[config.mk]
export PLATFORM = sky130hd
export DESIGN_NAME = reg_arbiter
export DESIGN_NICKNAME = d
export VERILOG_FILES = /design/src/rtl/reg_arbiter_pkg.sv /design/src/rtl/reg_arbiter_register.sv /design/src/rtl/reg_arbiter.sv
export SDC_FILE = /design/constraint.sdc
export NUM_CORES = 1
export LEC_CHECK = 0
export ABC_AREA = 1
export ABC_CLOCK_PERIOD_IN_PS = 1400
export CAP_MARGIN = 10
export CORE_MARGIN = 5
export CORE_UTILIZATION = 35
export DETAILED_ROUTE_END_ITERATION = 12
export GPL_ROUTABILITY_DRIVEN = 0
export MAX_ROUTING_LAYER = met4
export PLACE_DENSITY = 0.74
export SLEW_MARGIN = 20
export SYNTH_ARGS = -nofsm -noshare
export SYNTH_HDL_FRONTEND = slang
export SYNTH_SLANG_ARGS = --single-unit
[constraint.sdc]
create_clock -name CLK -period 1.4 [get_ports CLK]
set_input_delay 0.35 -clock CLK [delete_from_list [all_inputs] [get_ports CLK]]
set_output_delay 0.35 -clock CLK [all_outputs]
set_load 0.1 [all_outputs]
[src/rtl/reg_arbiter_pkg.sv]
// Shared types and constants for the two-requester register arbiter.
// Holds the FSM encoding, default width and write-count ceiling.
package reg_arbiter_pkg;

  typedef enum logic [1:0] {
    IDLE = 2'b00,
    G0   = 2'b01,
    G1   = 2'b10
  } state_t;

  localparam int WIDTH_DEF = 8;
  localparam logic [7:0] WCNT_MAX = 8'hFF;

  // last=1 means requester 1 was served most recently
  function automatic state_t arbitrate(
    input logic req0,
    input logic req1,
    input logic last
  );
    state_t nxt;
    nxt = IDLE;
    unique case (1'b1)
      (req0 & req1):  nxt = last ? G0 : G1;
      (req0 & ~req1): nxt = G0;
      (~req0 & req1): nxt = G1;
      default:        nxt = IDLE;
    endcase
    return nxt;
  endfunction

endpackage

[src/rtl/reg_arbiter_register.sv]
// Enabled storage register with asynchronous active-low clear.
// Loads DATA on a rising edge while ENA is high, otherwise holds.
module reg_arbiter_register #(
  parameter int WIDTH = 8
) (
  input  logic             CLK,
  input  logic             RST,
  input  logic             ENA,
  input  logic [WIDTH-1:0] DATA,
  output logic [WIDTH-1:0] R
);

  always_ff @(posedge CLK or negedge RST) begin
    if (!RST) begin
      R <= '0;
    end else if (ENA) begin
      R <= DATA;
    end
  end

endmodule

[src/rtl/reg_arbiter.sv]
// Round-robin write arbiter for one shared register, two requesters.
// A grant lasts one cycle and is always followed by an idle cycle.
module reg_arbiter
  import reg_arbiter_pkg::*;
#(
  parameter int WIDTH = WIDTH_DEF
) (
  input  logic             CLK,
  input  logic             RST,
  input  logic             REQ0,
  input  logic [WIDTH-1:0] DATA0,
  input  logic             REQ1,
  input  logic [WIDTH-1:0] DATA1,
  output logic             GNT0,
  output logic             GNT1,
  output logic [WIDTH-1:0] R,
  output logic [7:0]       WCNT
);

  state_t           state;
  state_t           nxt;
  logic             last;
  logic [7:0]       wcnt;
  logic             ena;
  logic [WIDTH-1:0] din;

  assign nxt = arbitrate(REQ0, REQ1, last);

  always_ff @(posedge CLK or negedge RST) begin
    if (!RST) begin
      state <= IDLE;
      last  <= 1'b1;
      wcnt  <= '0;
    end else begin
      unique case (state)
        IDLE: begin
          state <= nxt;
          if (nxt == G0) last <= 1'b0;
          if (nxt == G1) last <= 1'b1;
        end
        G0, G1: begin
          state <= IDLE;
          if (wcnt != WCNT_MAX) wcnt <= wcnt + 8'd1;
        end
        default: state <= IDLE;
      endcase
    end
  end

  // Grants are single state bits, so they cannot glitch
  assign GNT0 = state[0];
  assign GNT1 = state[1];
  assign WCNT = wcnt;

  assign ena = (state == G0) || (state == G1);
  assign din = (state == G1) ? DATA1 : DATA0;

  reg_arbiter_register #(
    .WIDTH(WIDTH)
  ) register (
    .CLK  (CLK),
    .RST  (RST),
    .ENA  (ena),
    .DATA (din),
    .R    (R)
  );

endmodule

# Yosys cells after proc, flatten, opt, wreduce, memory -nomap -nowiden
# Cells that the tools add are included.
# op_classes
n_addsub	1
eq_ne	5
n_mux	6
n_bitwise	5
n_reduce_logical	6
# op_table
op	count
8-bit by 1-bit adder with 8-bit output, second input constant	1
8-bit 2-to-1 mux	1
8-bit != test, second input constant	1
2-bit one-hot mux with 3 select lines	1
2-bit by 1-bit equality test with 1-bit output, second input constant	2
2-bit equality test, second input constant	2
2-bit 2-to-1 mux	2
2-bit AND reduction	2
1-bit bitwise AND	3
2-bit zero test	1
1-bit 2-to-1 mux	2
1-bit inverter	2
2-bit nonzero test	1
2-bit OR reduction	1
1-bit logical OR	1
# totals
regBits	19
inputBits	20
elab_cells	27

# Logic depth before layout (Yosys ltp)
# depth
ltp_word	6
ltp_mapped	8
ltp_nobuf	8

# By module
# A second synthesis with hierarchy kept.
# unflattened
hier_cells	127
hier_area_um2	1048.5
# by_module_without_submodules
module	n_inst	cells_each	area_each_um2
reg_arbiter	1	93	743.2
reg_arbiter_register	1	34	305.3

# Worst setup path before layout
# OpenSTA, ideal clock, no wires.
# synth_timing
path_type	reg2reg
startpoint	reg state[0]
endpoint	reg wcnt[6] (netlist: WCNT[6])
setup_time_ps	114
arrival_ps	1847
t_required_ps	1286
path_slack_ps	-561
stages_incl_launch_ff	7
period_less_slack_ps	1961
cell_sequence	dfrtp_1 -> inv_1 -> ha_1 -> clkbuf_2 -> nand4_1 -> nand2_1 -> inv_1
# synth_between
elab_chain_len	3
elab_cells_between_ends	4
classes_between	eq/ne: 2; reduce/logical: 2
# synth_rtl
element	line_no	rtl
from (decl)	reg_arbiter.sv:20	state_t state;
from (signal assigned)	reg_arbiter.sv:37	state <= nxt;
2-bit by 1-bit equality test with 1-bit output / 2-bit equality test (equally long branches)	reg_arbiter.sv:35	unique case (state)
2-bit OR reduction *	reg_arbiter.sv:35	
2-bit AND reduction (no line) *	-	
to (signal assigned)	reg_arbiter.sv:43	if (wcnt != WCNT_MAX) wcnt <= wcnt + 8'd1;
to (decl)	reg_arbiter.sv:23	logic [7:0] wcnt;
# Mark *: on every way between the ends. The rest lies on a longest branch, timed or not.
# A chain may end at the register's enable or synchronous reset.

# Worst setup path after layout
# layout_timing
startpoint	in REQ0
endpoint	reg last
# layout_between
elab_chain_len	6
elab_cells_between_ends	10
classes_between	eq/ne: 2; mux: 2; bitwise: 4; reduce/logical: 2
# layout_rtl
element	line_no	rtl
from (decl)	reg_arbiter.sv:10	input logic REQ0,
1-bit inverter	reg_arbiter_pkg.sv:25	(~req0 & req1): nxt = G1;
1-bit bitwise AND	reg_arbiter_pkg.sv:25	
2-bit one-hot mux with 3 select lines *	reg_arbiter_pkg.sv:22	unique case (1'b1)
2-bit by 1-bit equality test with 1-bit output / 2-bit equality test (equally long branches)	reg_arbiter.sv:38, reg_arbiter.sv:39	
2-bit nonzero test (no line)	-	
2-bit AND reduction (no line)	-	
to (signal assigned)	reg_arbiter.sv:32	last <= 1'b1;
to (signal assigned)	reg_arbiter.sv:38	if (nxt == G0) last <= 1'b0;
to (signal assigned)	reg_arbiter.sv:39	if (nxt == G1) last <= 1'b1;
to (decl)	reg_arbiter.sv:22	logic last;
# Marks and branches as above.

==> flow_summary.yaml <==
power_and_ir_drop:
  p_comb_frac: 0.688
  p_total_mw: 4.33
  switchingPower_mw: 2.35
  seq_power_share: 0.251
  peakVddDrop_mv: 2.33
  leakage_nw: 0.764
  switching_share: 0.543
  cellInternalPower_mw: 1.98
  power.density_nw_per_um2: 2510
  power_frac_clock: 0.062
job:
  cap_viol_max_count: 0
floorplanning:
  core_um2: 2710
  io_pins: 38
  num_rows: 19
  dieWidth_um: 62.8
  dieArea_um2: 3950
  fp.dieH_um: 62.8
  initial_utilization: 0.361
place:
  portBuffers: 37
  dp_hpwl_um: 2080
  dpl_cell_area_um2: 1660
cts:
  numCtsBuffers: 3
  worstSkewPairLatency_ns: 0.29
  numClockSinks: 19
  cts_tree: "yes"
  cts.htree.levels: 1
  cts.clk_slew.worst_paths_ns: 0.10
  cts_buffer_depth: 2
  cts_hold_buffers: 0
  root_buffer: "clkbuf_4"
final_layout:
  area_delta_synth_final_pct: 76.3
  drive_gt1_frac: 0.339
  fillers: 241
  fin_util: 0.636
  antennaDiodeCount: 0
  stdcell_area_um2: 1720
  nNetsFinal: 196
logic_synthesis:
  synth_seq_cells: 19
  syn_area_um2: 977
  ys_seq_area_frac: 0.488
  ys_types: 19
  synth.largest_area_cell: "dfrtp_1"
  syn_inst: 124
  synthAdderAreaFrac: 0.0512
  synth_top_family_by_area: "simple AND/OR/NAND/NOR gates"
  synthTopCellsByArea: "dfrtp_1 (46%), nand2_1 (14%), o21ai_0 (10%)"
  ys_warn_count: 0
  synth_fp_nets: 148
  synthMuxAreaShare: 0.0115
  postSynthAreaPerCell_um2: 7.88
  synth_compound_area_frac: 0.108
  synthXorXnorAreaFrac: 0.0179
  synthSimpleGateAreaFrac: 0.259
  synth_top_area_share: 0.461
run_status:
  violations: "setup timing"
  outcome: "finished, violations left"
sta:
  rsz0062_at_grt: "yes"
  slew_violations: 0
  relSlewSlack: 0.856
  period_minus_slack_ns: 1.41
  fmax_mhz: 708
  fin_hold_ws_ns: 0.394
  skew_ns: 0.000382
  finalHoldViolations: 0
  fin_crit_sh: 1.01
  setup_viol: 1
  tightest_slew_ns: 0.216
  fin_ws_ns: -0.0130
detailed_routing:
  dr.pass1.iters: 4
  ant_nets: 0
  drc: 0
  via_per_inst: 4.79
  wl_per_cell_um: 12.7
  vias: 968
  drt_iter0_markers: 23
  drt-total-wl_um: 2560
worst_setup_path:
  start_kind: "primary input"
  slowest_stage: "clkdlybuf4s50_1"
  crit_chain: "clkdlybuf4s50_1, a21oi_2, ha_1, nor2_2, mux2_4"
  cp_max_fo: 2
  critPathRequiredTime_ns: 1.63
  slowest_delay_ns: 0.51
  worstPathArrival_ns: 1.64
  cp-end-kind: "flip-flop"
  worstSetupPathType: "in -> reg"
global_routing:
  grt_util_all_layers: 0.144
  grt_max_degree: 20
  grt_pass1_wl_um: 4430
  gr-total-overflow: 0
  grt_pass1_vias: 1019
  antenna_found_initial: 0
hold_path:
  min_path_type: "in -> async"
[path summary, 6_finish.rpt]
check | startpoint | endpoint | slack [ns] | cells past startpoint
worst max-delay path | REQ0 | last | -0.01 | 5
worst min-delay path | RST | register.R[6] | 0.39 | 2
worst max register to register | last | last | 0 | 4
worst min register to register | register.R[5] | register.R[5] | 0.56 | 2
max in group asynchronous | RST | last | 0.80 | 2
min in group CLK | register.R[5] | register.R[5] | 0.56 | 2
[logic make-up (layout without fill, tap and decap cells)]
group                    after synthesis  after routing
AO/OA/AOI/OAI                         21             21
XOR/XNOR                               2              2
adder cells (fa/ha/maj)                4              4
buffers and inverters                 16             63
flip-flops                            19             19
multiplexers                           1              1
AND/OR/NAND/NOR                       61             61
[registers in the layout, indices dropped and copies added, names as in the netlist]
name	cells
WCNT	8
register.R	8
state	2
last	1
[Yosys cell counts]
cell type / n
nand3_1: 3
a21oi_1: 1
dfrtp_1: 18
inv_2: 1
ha_1: 4
nand4_1: 1
nand2_4: 1
dfstp_2: 1
inv_4: 1
xnor2_1: 1
mux2_2: 1
nand2_2: 2
o21ai_0: 20
nor2_2: 2
nor2_1: 15
clkbuf_2: 1
xor2_1: 1
inv_1: 13
nand2_1: 37
[power groups by stage]
stage	registers [mW]	logic, mW	clock network [mW]
5_1_grt	1.12	3.14	0.304
3_5_place_dp	1.10	2.95	0
2_1_floorplan	2.33	0.567	0
6_report	1.09	2.98	0.267
4_1_cts	1.09	3.00	0.276
3_3_place_gp	1.08	2.92	0
[critical path: cells and delay by family]
family | cells | cell delay (ns)
AND/OR/NAND/NOR | 1 | 0.10
adder cells (fa/ha/maj) | 1 | 0.30
buffers and inverters | 1 | 0.51
AO/OA/AOI/OAI | 1 | 0.08
multiplexers | 1 | 0.30
[routing by layer]
layer / part of all wire / wire (µm) / up-vias / track usage
met5: 0 / 0 / - / -
met4: 0.021 / 55 / 0 / 0.0424
met3: 0.023 / 60 / 4 / 0.0360
met2: 0.58 / 1490 / 12 / 0.278
met1: 0.37 / 956 / 469 / 0.137
li1: - / - / 483 / -
[cell type report]
| type | count | area [µm²] | share of cell area |
|---|---|---|---|
| tap | 31 | 38.8 | 0.0225 |
| inverter | 15 | 61.3 | 0.0356 |
| sequential | 19 | 499 | 0.290 |
| timing repair buffer | 44 | 614 | 0.357 |
| clock buffer | 4 | 26.3 | 0.0153 |
| multi-input combinational | 89 | 483 | 0.280 |
[timing repair]
action,4_1_cts,5_1_grt
cloned,0,0
endpoints found under the setup margin,1,3
gates resized for setup,6,2
pin swaps,4,0
buffers inserted,3,0
endpoints found under the hold margin,0,0
[through the flow]
| step | instances | TNS (ns) | setup WS, ns |
|---|---|---|---|
| finish | 202 | -0.0130 | -0.0130 |
| global route | 202 | -0.0564 | -0.0335 |
| CTS | 202 | -0.0164 | -0.0164 |
| detailed placement | 195 | -0.447 | -0.447 |
| global placement | 195 | -0.354 | -0.354 |
| floorplan | 124 | -0.0151 | -0.0151 |
[cells in the final DEF, fill, tap and decap left out, types with 2 or more instances in the layout]
cell / n
inv_2: 4
nand3_1: 2
buf_4: 6
dfrtp_4: 4
o21ai_0: 18
dfrtp_2: 6
inv_1: 9
ha_4: 2
ha_1: 2
clkdlybuf4s50_1: 18
nand2_1: 37
nand2_2: 2
inv_4: 2
nor2_2: 4
clkbuf_4: 3
nor2_1: 13
dfrtp_1: 8
buf_12: 19
Power figures use the tool's default switching activity.
